$ cat config.mk
export PLATFORM = sky130hd
export DESIGN_NAME = operand_packer
export DESIGN_NICKNAME = d
export VERILOG_FILES = /design/src/rtl/operand_packer.sv
export SDC_FILE = /design/constraint.sdc
export NUM_CORES = 1
export LEC_CHECK = 0
export BUFFER_PORTS_ARGS = -buffer_cell sky130_fd_sc_hd__buf_2
export CAP_MARGIN = 20
export CORE_AREA = 4 4 69 71
export CTS_CLUSTER_SIZE = 14
export DETAILED_ROUTE_END_ITERATION = 16
export DIE_AREA = 0 0 73 75
export PLACE_DENSITY = 0.72
export RECOVER_POWER = 25
export SLEW_MARGIN = 20
export SYNTH_ARGS = -nofsm -noshare
export SYNTH_HDL_FRONTEND = slang
export SYNTH_SLANG_ARGS = --single-unit
$ cat constraint.sdc
create_clock -name CLK -period 1.5 [get_ports CLK]
set_input_delay 0.225 -clock CLK [delete_from_list [all_inputs] [get_ports CLK]]
set_output_delay 0.225 -clock CLK [all_outputs]
set_load 0.05 [all_outputs]
$ cat src/rtl/operand_packer.sv
// Packs a valid/ready byte stream into 16-bit operand words and writes
// them into the operand FIFO, padding an odd trailing byte.
module operand_packer #(
  parameter logic [7:0] PAD_BYTE = 8'h01,
  parameter int         CNT_W    = 16
) (
  input  logic             CLK,
  input  logic             RST,
  input  logic             IN_VALID,
  output logic             IN_READY,
  input  logic [7:0]       IN_DATA,
  input  logic             IN_LAST,
  input  logic             FULL,
  output logic             WR,
  output logic [15:0]      DOUT,
  output logic             PADDED,
  output logic [CNT_W-1:0] WORD_CNT,
  output logic             BUSY
);

  typedef enum logic [1:0] {
    S_HI = 2'd0,
    S_LO = 2'd1,
    S_WR = 2'd2
  } state_t;

  state_t      state, stateNxt;
  logic [7:0]  hi, hiNxt;
  logic [15:0] word, wordNxt;
  logic        pad, padNxt;
  logic        inReady, wrEn, xfer;

  always_comb begin
    stateNxt = state;
    hiNxt    = hi;
    wordNxt  = word;
    padNxt   = pad;
    inReady  = 1'b0;
    wrEn     = 1'b0;
    if (RST) begin
      inReady = (state != S_WR) || !FULL;
      wrEn    = (state == S_WR) && !FULL;
    end
    xfer = IN_VALID && inReady;

    unique case (state)
      S_LO: begin
        if (xfer) begin
          wordNxt  = {hi, IN_DATA};
          padNxt   = 1'b0;
          stateNxt = S_WR;
        end
      end
      S_WR: begin
        if (wrEn) stateNxt = S_HI;
      end
      default: ;
    endcase

    // A byte arriving while the held word drains starts the next word.
    if (xfer && state != S_LO) begin
      if (IN_LAST) begin
        wordNxt  = {IN_DATA, PAD_BYTE};
        padNxt   = 1'b1;
        stateNxt = S_WR;
      end else begin
        hiNxt    = IN_DATA;
        stateNxt = S_LO;
      end
    end
  end

  always_ff @(posedge CLK) begin
    if (!RST) begin
      state    <= S_HI;
      hi       <= 8'h00;
      word     <= 16'h0000;
      pad      <= 1'b0;
      WORD_CNT <= '0;
    end else begin
      state <= stateNxt;
      hi    <= hiNxt;
      word  <= wordNxt;
      pad   <= padNxt;
      if (wrEn) WORD_CNT <= WORD_CNT + 1'b1;
    end
  end

  assign IN_READY = inReady;
  assign WR       = wrEn;
  assign DOUT     = word;
  assign PADDED   = pad && wrEn;
  assign BUSY     = (state != S_HI);

endmodule

# Yosys cells after proc, flatten, opt, wreduce, memory -nomap -nowiden
# Cells that the tools add are included.
word_totals:
  word_cells: 38
  register_bits: 43
  output_inout_bits: 36
op_classes:
  reduce_logical: 10
  bitwise: 1
  eq_ne: 6
  n_mux: 15
  addsub: 1
op_table:
  columns: ["operator", "n"]
  rows:
  - ["$mux 16", 4]
  - ["$add 16x1->16 const B", 1]
  - ["$mux 2", 4]
  - ["$mux 1", 6]
  - ["$logic_and 1x1->1", 4]
  - ["$pmux 2 s2", 1]
  - ["$ne 3x2->1 const B", 1]
  - ["$ne 3x3->1 const B", 1]
  - ["$reduce_and 3->1", 1]
  - ["$reduce_bool 3->1", 1]
  - ["$eq 2x1->1 const B", 1]
  - ["$eq 2x2->1 const B", 1]
  - ["$ne 2x1->1 const B", 1]
  - ["$ne 2x2->1 const B", 1]
  - ["$reduce_and 2->1", 1]
  - ["$reduce_bool 2->1", 1]
  - ["$logic_not 1->1", 1]
  - ["$logic_or 1x1->1", 1]
  - ["$not 1->1", 1]

# Depth between registers and ports, before layout
# Gate-level depths: netlist (run 1).
depth:
  depth_word: 8
  depth_mapped: 6
  ltp_nobuf: 5

# Least setup slack after synthesis (run 1)
# Ideal clock, no wire load.
synth_path:
  path_type: "reg-to-reg"
  from: "register WORD_CNT[0]"
  to: "register WORD_CNT[15]"
  setup_time_ns: 0.070
  stages_incl_launch_ff: 6
  path_slack_ns: -0.441
  synth_period_minus_slack_ns: 1.941
  path_buffers: 1
  required_time_ns: 1.430
  arrival_ns: 1.871
  cell_sequence: "dfxtp_1 -> nand3_1 -> or2_1 -> buf_6 -> or4_1 -> a21oi_1"
synth_between:
  elab_chain_cells: 1
synth_rtl:
  columns: ["item", "line_no", "text"]
  rows:
  - ["start: declaration", "17", "output logic [CNT_W-1:0] WORD_CNT,"]
  - ["start signal: assignment", "85", "if (wrEn) WORD_CNT <= WORD_CNT + 1'b1;"]
  - ["$add 16x1->16", "85", null]
# Every way passes these cells.
# A chain may end at the register's enable or synchronous reset.

# Worst setup path after layout (run 1)
layout_path:
  from: "register state[0]"
  to: "register hi[2]"
layout_between:
  elab_chain_cells: 6
layout_rtl:
  columns: ["item", "line_no", "text"]
  rows:
  - ["start: declaration", "27", "state_t state, stateNxt;"]
  - ["start signal: assignment", "81", "state <= stateNxt;"]
  - ["$ne 2x2->1", "41", "inReady = (state != S_WR) || !FULL;"]
  - ["$logic_or 1x1->1", "41", null]
  - ["$mux 1", "40", "if (RST) begin"]
  - ["$logic_and 1x1->1", "44", "xfer = IN_VALID && inReady;"]
  - ["$logic_and 1x1->1 *", "61", "if (xfer && state != S_LO) begin"]
  - ["$reduce_and 2->1 (no line) *", null, null]
  - ["end signal: assignment", "82", "hi <= hiNxt;"]
  - ["end: declaration", "28", "logic [7:0] hi, hiNxt;"]
# Every way passes the cells marked *; elsewhere a longest branch is shown, timed or not.

==> impl_metrics.tcl, run 1 <==
set metrics [dict create \
    status "finished with violations" \
    violations "negative setup slack" \
    dp_hpwl_um 3120 \
    synthCells 206 \
    place_congestion 0.793 \
    worstSetupPathType "register to register" \
    fin_nets 288 \
    crit_arrival_ns 1.72 \
    dpl_worst_slack_ns -0.0938 \
    htreeDepth 2 \
    comb_power_share 0.130 \
    cp_cell_sequence "buf_6 -> and2b_2 -> nor4b_2 -> buf_4 -> mux2i_2 -> nor2_1" \
    seq_area_frac_synth 0.465 \
    min_period_ns 1.53 \
    endpoint_kind "register" \
    globalRouteOverflowTotal 0 \
    grt_use_total 0.164 \
    cp_num_cells 6 \
    synthFlopType "dfxtp_1" \
    grtUsageMet2 0.281 \
    synth_nets 220 \
    num_vias 1676 \
    r2r-start "state[0]$_SDFFE_PN0P_" \
    drt_iter0_markers 74 \
    most-common-layout-cells "29 x dfxtp_1, 29 x nor2_1, 29 x buf_2" \
    crit_end "hi[2]$_SDFFE_PN0P_" \
    p_sw_uw 601 \
    path_max_fanout 8 \
    yosys_warnings 0 \
    totalWireLength_um 4420 \
    crit_slowest_cell "dfxtp_4" \
    mappedNetlistArea_mm2 0.00185 \
    netlist.area_leader.share 0.465 \
    yosys_register_bits 43 \
    p_leak_nw 1.02 \
    wire_per_inst_um 13.5 \
    met1_usage 0.207 \
    cts_buffers 5 \
    power_mw 2.30 \
    hold_start "IN_DATA[1]" \
    grt_pass1_vias 1549 \
    p_seq_frac 0.514 \
    reg2reg_setup_slack_ns -0.03 \
    antenna_cells 0 \
    drt-pass1-iter-count 4 \
    internal_power_mw 1.70 \
    cts_buffer_depth 2 \
    drv_slew 0 \
    switching_share 0.261 \
    area_growth_pct 33.8 \
    cts_root_buf "clkbuf_8" \
    peakVddDrop_uv 617 \
    clock_latency_ns 0.29 \
    synth_edf_count 0 \
    hold_violations 0 \
    r2r_cells 6 \
    yosysTopAreaCell "dfxtp_1" \
    start_util 0.437 \
    core_mm2 0.00423 \
    die-area_mm2 0.00548 \
    drtAntennaViolNets 0 \
    clock-sinks 43 \
    cp_top_family "simple AND/OR/NAND/NOR gates" \
    synthTopCellsByArea "dfxtp_1 47%, mux2i_1 9.7%, nor2_1 5.9%, nand2_1 5.5%, a21oi_1 4.1%" \
    dp_cells 313 \
    drive_gt1_frac 0.331 \
    fin_crit_sh 1.02 \
    grt_max_degree 25 \
    hp-class "primary input to register" \
    clk_pin_slew_ns 0.08 \
    grt_busiest_layer "met2" \
    cp_slowest_stage_delay_ns 0.37 \
    fin_ws_ns -0.0330 \
    cp-start-kind "register" \
    synthDistinctLibCells 39 \
    required_ns 1.68 \
    cts_tree "built" \
    portBuffers 48 \
    r2r-end "hi[2]$_SDFFE_PN0P_" \
    rows 24 \
    startpoint "state[0]$_SDFFE_PN0P_" \
    pwr-share-clk 0.356 \
    drc 0 \
    use_met3 0.0320 \
    p_per_area_mw_per_mm2 929 \
    chipWidth_um 73 \
    worst_slew_pin_slew_ns 0.616 \
    grt_pass1_wl_um 7050 \
    synth-async-reset-ratio 0 \
    avgSynthCellArea_um2 8.98 \
    max_cap_violations 0 \
    fin_skew_ns 0.00393 \
    max_freq_mhz 652 \
    io_pins 49 \
    antenna_found_initial 0 \
    setup_violations 3 \
    die_y_um 75 \
    viasPerCell 5.13 \
    grt_setup_unrepaired "true" \
    stdcell_count 327 \
    slew_headroom 0.591 \
    crit_buf_inv 2 \
]
==> cell usage after synthesis, types with 2 or more instances <==
cell type and number:
o21ai_0 5, a211oi_1 8, buf_6 2, nand3_1 5, nand2_1 27, clkbuf_1 4, nand4_1 6, and2_1 2
buf_2 2, xnor2_1 4, nor3_1 2, a21oi_1 15, nor4_1 2, inv_1 2, nor2_1 29, mux2i_1 18
and2_2 2, dfxtp_1 43, or3_1 4, xor2_1 5
==> layout make-up <==
cell class / count / area, µm²
clock buffers: 8 / 101
inverters: 3 / 15.0
fillers: 380 / 1760
repair buffers: 69 / 420
flip-flops and latches: 43 / 901
well taps: 52 / 65.1
multi-input cells: 152 / 972
==> sequential cells by signal, indices dropped and copies added (netlist names) <==
name	count
state	2
WORD_CNT	16
pad	1
DOUT	16
hi	8
==> stage by stage <==
| stage | hold WS [ns] | TNS [ns] | area, µm² | utilization |
|---|---|---|---|---|
| 2_1_floorplan | 0.339 | -0.147 | 1890 | - |
| 3_3_place_gp | 0.439 | -0.00158 | 2280 | 0.538 |
| 3_5_place_dp | 0.446 | -0.444 | 2280 | 0.538 |
| 4_1_cts | 0.183 | -0.0220 | 2400 | 0.568 |
| 5_1_grt | 0.192 | -0.896 | 2470 | 0.585 |
| 6_report | 0.188 | -0.0534 | 2470 | 0.585 |
==> how the worst min path moves through the flow <==
| stage | end | cells after the start | slack [ns] |
|---|---|---|---|
| 3_5_place_dp | DOUT[5]$_SDFF_PN0_ | 2 | 0.45 |
| 5_1_grt | DOUT[7]$_SDFF_PN0_ | 3 | 0.19 |
| 6_report | DOUT[1]$_SDFF_PN0_ | 3 | 0.19 |
| 4_1_cts | DOUT[7]$_SDFF_PN0_ | 3 | 0.18 |
| 3_3_place_gp | DOUT[2]$_SDFF_PN0_ | 2 | 0.44 |
| 2_1_floorplan | state[0]$_SDFFE_PN0P_ | 2 | 0.34 |
==> tightest hold or removal path, cell delays in order <==
cell     delay, ns
buf_2         0.12
nand2_1       0.05
a21oi_1       0.05
==> metal layers <==
| layer | share of wire | wire length, µm |
|---|---|---|
| met1 | 0.45 | 1970 |
| met2 | 0.49 | 2180 |
| met3 | 0.050 | 222 |
| met4 | 0.011 | 50 |
| met5 | 0 | 0 |
==> power by group through the flow <==
stage / Sequential [mW] / Clock (mW) / Combinational [mW]
after floorplan: 1.26 / 0 / 0.130
after global placement: 1.21 / 0 / 0.273
after detailed placement: 1.21 / 0 / 0.277
after CTS: 1.18 / 0.842 / 0.283
after global routing: 1.19 / 0.876 / 0.324
final: 1.18 / 0.819 / 0.299
==> repair_timing <==
item	in CTS	in global routing
gates resized for setup	8	17
hold endpoints to repair	0	0
pin swaps	1	9
setup endpoints to repair	15	18
buffers inserted	1	5
hold buffers	0	0
==> kinds of logic after synthesis <==
family          count (synthesis)  share of synthesized area
fa+ha+maj                       1                    0.00676
simple gates                   92                      0.252
xor+xnor                        9                     0.0426
flops                          43                      0.465
compound gates                 32                      0.104
buf+inv                        11                     0.0318
mux                            18                     0.0974
(Power assumes the default switching activity.)
==> inputs of run 2 (changes only) <==
Settings changed: CORE_AREA 4 4 69 71 to 4 4 87 57, DIE_AREA 0 0 73 75 to 0 0 91 61, GPL_TIMING_DRIVEN from default to 0.
==> impl_metrics.tcl, run 2 (synthesis results as in run 1) <==
set metrics [dict create \
    fin_nets 291 \
    cp_slowest_stage_delay_ns 0.42 \
    setup_violations 12 \
    startpoint "state[0]$_SDFFE_PN0P_" \
    cts_tree "built" \
    portBuffers 48 \
    clk_pin_slew_ns 0.09 \
    holdBufCountCts 0 \
    dp_hpwl_um 3280 \
    max_freq_mhz 635 \
    rows 18 \
    cts_buffer_depth 2 \
    crit_slowest_cell "or4_4" \
    cts_root_buf "clkbuf_8" \
    met1_usage 0.261 \
    required_ns 1.73 \
    cts_buffers 5 \
    grt_max_degree 15 \
    violations "negative setup slack" \
    power_mw 2.39 \
    grt_busiest_layer "met2" \
    clock-sinks 43 \
    stdcell_count 328 \
    most-common-layout-cells "31 x buf_2, 29 x dfxtp_1, 29 x nor2_1" \
    viasPerCell 5.30 \
    fin_ws_ns -0.0758 \
    grtUsageMet2 0.271 \
    drc 0 \
    min_period_ns 1.58 \
    globalRouteOverflowTotal 0 \
    antenna_found_initial 0 \
    drv_slew 0 \
    cp-start-kind "register" \
    cp_cell_sequence "nand4bb_4 -> or2_4 -> or4_4 -> a21oi_2" \
    peakVddDrop_uv 519 \
    path_max_fanout 6 \
    final_common_cell "buf_2" \
    drt_iter0_markers 131 \
    die-area_mm2 0.00555 \
    antenna_cells 0 \
    hp-class "primary input to register" \
    slew_headroom 0.591 \
    drive_gt1_frac 0.353 \
    core_mm2 0.00405 \
    worst_slew_pin_slew_ns 0.616 \
    max_cap_violations 0 \
    grt_setup_unrepaired "true" \
    drtAntennaViolNets 0 \
    drt-pass1-iter-count 4 \
    start_util 0.456 \
    io_pins 49 \
    use_met3 0.0409 \
    die_y_um 61 \
    dpl_cell_area_mm2 0.00219 \
    crit_arrival_ns 1.81 \
    r2r-start "state[0]$_SDFFE_PN0P_" \
    hold_violations 0 \
    dp_cells 304 \
    endpoint_kind "register" \
    p_leak_nw 1.04 \
    wire_per_inst_um 15.2 \
    grt_pass1_vias 1612 \
    fin_skew_ns 0.00659 \
    clock_latency_ns 0.30 \
    fin_worst_hold_slack_ns 0.182 \
    totalWireLength_um 5000 \
    design_area_mm2 0.00251 \
    hold_start "IN_DATA[3]" \
    fillers 367 \
    grt_use_total 0.181 \
    grt_pass1_wl_um 7900 \
    num_vias 1738 \
    area_growth_pct 35.7 \
    worstSetupPathType "register to register" \
    p_per_area_mw_per_mm2 954 \
    fin_crit_sh 1.05 \
    place_congestion 0.788 \
    chipWidth_um 91 \
    dpl_worst_slack_ns -0.261 \
    htreeDepth 2 \
    status "finished with violations" \
]
[run 2: final timing paths]
check | end | slack [ns] | depth (start not counted)
worst max-delay path | WORD_CNT[15]$_SDFFE_PN0P_ | -0.08 | 4
worst min register to register | DOUT[3]$_SDFF_PN0_ | 0.46 | 2
worst min-delay path | DOUT[3]$_SDFF_PN0_ | 0.18 | 3
worst max register to register | WORD_CNT[15]$_SDFFE_PN0P_ | -0.08 | 4
[run 2: where the power goes]
group	leakage [nW]	internal (mW)	switching, mW
Sequential	0.358	1.16	0.0215
Combinational	0.619	0.104	0.198
Clock	0.0581	0.496	0.416
[run 2: layout make-up]
type	count	area, µm²	area share
sequential	43	903	0.360
buffer	5	23.8	0.00948
clock inverter	3	43.8	0.0175
inverter	3	15.0	0.00599
tap	50	62.6	0.0249
clock buffer	5	68.8	0.0274
timing repair buffer	67	395	0.158
multi-input combinational	152	996	0.397
[run 2: routing by layer]
| layer | share of wire | vias up |
|---|---|---|
| met2 | 0.45 | 46 |
| met5 | 0 | - |
| met4 | 0.0098 | 0 |
| li1 | - | 860 |
| met1 | 0.49 | 825 |
| met3 | 0.045 | 7 |
[run 2: stage by stage]
step                 util  setup TNS (ns)
finish              0.619          -0.329
detailed placement  0.540           -5.28
global placement    0.540           -4.38
global route        0.619           -1.60
floorplan               -          -0.147
CTS                 0.599          -0.284
[run 2: worst max-delay path: cells and delay by family, from the launching register on]
kind | cells | cell delay (ns)
and+or+nand+nor | 3 | 1.03
AOI/OAI and AO/OA | 1 | 0.12
DFF | 1 | 0.37
[run 2: what timing repair did]
action / 4_1_cts / 5_1_grt
setup endpoints to repair: 37 / 24
cloned: 0 / 0
buffers inserted: 10 / 9
resized for setup: 21 / 14
pin swaps: 10 / 9
==> inputs of run 3 (changes only) <==
Settings changed: ABC_AREA from default to 1, CORE_AREA 4 4 87 57 to 4 4 89 57, DIE_AREA 0 0 91 61 to 0 0 93 61, PLACE_DENSITY 0.72 to 0.73, SKIP_CTS_REPAIR_TIMING from default to 1.
==> impl_metrics.tcl, run 3 <==
set metrics [dict create \
    dp_cells 400 \
    wire_per_inst_um 11.6 \
    path_max_fanout 5 \
    p_leak_nw 1.24 \
    clock-sinks 43 \
    drt_iter0_markers 105 \
    final_common_cell "nand2_1" \
    fin_crit_sh 1.05 \
    yosysTopAreaCell "dfxtp_1" \
    drc 0 \
    cts_buffers 5 \
    status "finished with violations" \
    worst_slew_pin_slew_ns 0.380 \
    core_mm2 0.00414 \
    antenna_found_initial 0 \
    drt-pass1-iter-count 4 \
    grt_pass1_wl_um 8140 \
    synthDistinctLibCells 24 \
    avgSynthCellArea_um2 6.68 \
    grt_max_degree 13 \
    p_per_area_mw_per_mm2 893 \
    startpoint "state[0]$_SDFFE_PN0P_" \
    mappedNetlistArea_mm2 0.00195 \
    synthTopCellsByArea "dfxtp_1 44%, nand2_1 17%, inv_1 7.7%, nor2_1 7.1%, o21ai_0 5.1%" \
    synth_edf_count 0 \
    drtAntennaViolNets 0 \
    globalRouteOverflowTotal 0 \
    crit_end "WR" \
    min_period_ns 1.57 \
    grt_use_total 0.181 \
    grt_pass1_vias 1734 \
    portBuffers 48 \
    violations "negative setup slack" \
    final.setup.tns_ns -0.124 \
    htreeDepth 2 \
    design_area_mm2 0.00246 \
    r2r_cells 9 \
    clock_latency_ns 0.29 \
    r2r-end "DOUT[1]$_SDFF_PN0_" \
    stdcell_count 410 \
    dp_hpwl_um 3590 \
    cts_root_buf "clkbuf_8" \
    die_y_um 61 \
    slew_headroom 0.747 \
    most-common-layout-cells "87 x nand2_1, 46 x buf_2, 37 x inv_1" \
    max_cap_violations 0 \
    synth-async-reset-ratio 0 \
    start_util 0.471 \
    clk_pin_slew_ns 0.08 \
    area_growth_pct 26.0 \
    rows 18 \
    setup_violations 2 \
    required_ns 1.27 \
    hold_violations 0 \
    die-area_mm2 0.00567 \
    dpl_cell_area_mm2 0.00228 \
    viasPerCell 4.63 \
    hp-class "primary input to register" \
    drv_slew 0 \
    fin_ws_ns -0.0689 \
    reg2reg_setup_slack_ns 0.07 \
    worstSetupPathType "register to output pin" \
    peakVddDrop_uv 551 \
    num_vias 1897 \
    drive_gt1_frac 0.257 \
    io_pins 49 \
    netlist.area_leader.share 0.441 \
    seq_area_frac_synth 0.441 \
    max_freq_mhz 637 \
    synthCells 292 \
    grt_setup_unrepaired "true" \
    cts_buffer_depth 2 \
    yosys_register_bits 43 \
    fin_nets 364 \
    chipWidth_um 93 \
    cp-start-kind "register" \
    totalWireLength_um 4750 \
    synthTopCellsByCount "88 x nand2_1, 43 x dfxtp_1, 40 x inv_1" \
    r2r-start "state[0]$_SDFFE_PN0P_" \
    power_mw 2.20 \
    synth_nets 306 \
    fin_skew_ns 0.00730 \
    place_congestion 0.823 \
    crit_arrival_ns 1.34 \
    yosysMostFrequentCell "nand2_1" \
    cts_tree "built" \
    antenna_cells 0 \
    endpoint_kind "output pin" \
    synthFlopType "dfxtp_1" \
    yosys_warnings 0 \
]
==> run 3: cell types whose count changed after synthesis, sizes merged, moves of 4 or more <==
cell    before  now
nand2       28   89
nand3        5   21
xnor2        4    0
a211oi       8    0
nor2        29   42
or3          4    0
and2         4    0
mux2i       18    0
o21ai        5   23
a21oi       15   11
inv          2   42
xor2         5    1
==> run 3: final cells by class <==
class | count | area (µm²)
sequential | 43 | 870
tap | 60 | 75.1
multi-input combinational | 199 | 921
clock inverter | 1 | 5.00
timing repair buffer | 51 | 282
buffer | 8 | 61.3
inverter | 42 | 161
fill | 430 | 1690
clock buffer | 6 | 82.6
==> run 3: worst max-delay path, cell delays in order, from the launching register on <==
cell and delay [ns]:
dfxtp_2 0.34, inv_2 0.07, nand3b_1 0.16, nor2_4 0.18, buf_4 0.17, buf_8 0.15
==> run 3: worst min path at each step <==
stage                                  start                  endpoint  slack, ns  cells past startpoint
floorplan                         IN_DATA[0]        DOUT[8]$_SDFF_PN0_       0.34                      2
global placement    WORD_CNT[0]$_SDFFE_PN0P_  WORD_CNT[0]$_SDFFE_PN0P_       0.45                      1
detailed placement            pad$_SDFF_PN0_            pad$_SDFF_PN0_       0.46                      2
CTS                               IN_DATA[0]        DOUT[8]$_SDFF_PN0_       0.18                      3
global route                      IN_DATA[1]        DOUT[9]$_SDFF_PN0_       0.20                      3
finish                            IN_DATA[0]        DOUT[8]$_SDFF_PN0_       0.18                      3
==> run 3: logic make-up (layout without fill, tap and decap cells) <==
group / count (synthesis) / after routing / synth area share
DFF: 43 / 43 / 0.441
buffers and inverters: 50 / 108 / 0.106
adders and majority gates: 1 / 1 / 0.00641
and+or+nand+nor: 162 / 162 / 0.351
AOI/OAI and AO/OA: 35 / 35 / 0.0911
xor gates and xnor gates: 1 / 1 / 0.00449
==> run 3: layer usage <==
layer  part of all wire  global-route usage  up-vias  routed length, µm
met2               0.42               0.271       47               2010
met4             0.0038              0.0418        0                 18
met1               0.51               0.264      830               2420
li1                   -                   -     1018                  -
met5                  0                   0        -                  0
met3              0.063              0.0458        2                298
==> run 3: power breakdown <==
part	internal (mW)	total (mW)	leakage (nW)	switching (mW)
combinational	0.0808	0.269	0.837	0.188
clock	0.361	0.736	0.0470	0.375
sequential	1.17	1.19	0.352	0.0175
total	1.61	2.20	1.24	0.581
==> run 3: metrics by stage <==
| step | setup slack (ns) | utilization | hold slack [ns] |
|---|---|---|---|
| after floorplan | -0.0789 | - | 0.338 |
| after global placement | -0.278 | 0.551 | 0.446 |
| after detailed placement | -0.270 | 0.551 | 0.458 |
| after CTS | -0.366 | 0.572 | 0.176 |
| after global routing | -0.145 | 0.593 | 0.202 |
| final | -0.0689 | 0.593 | 0.184 |
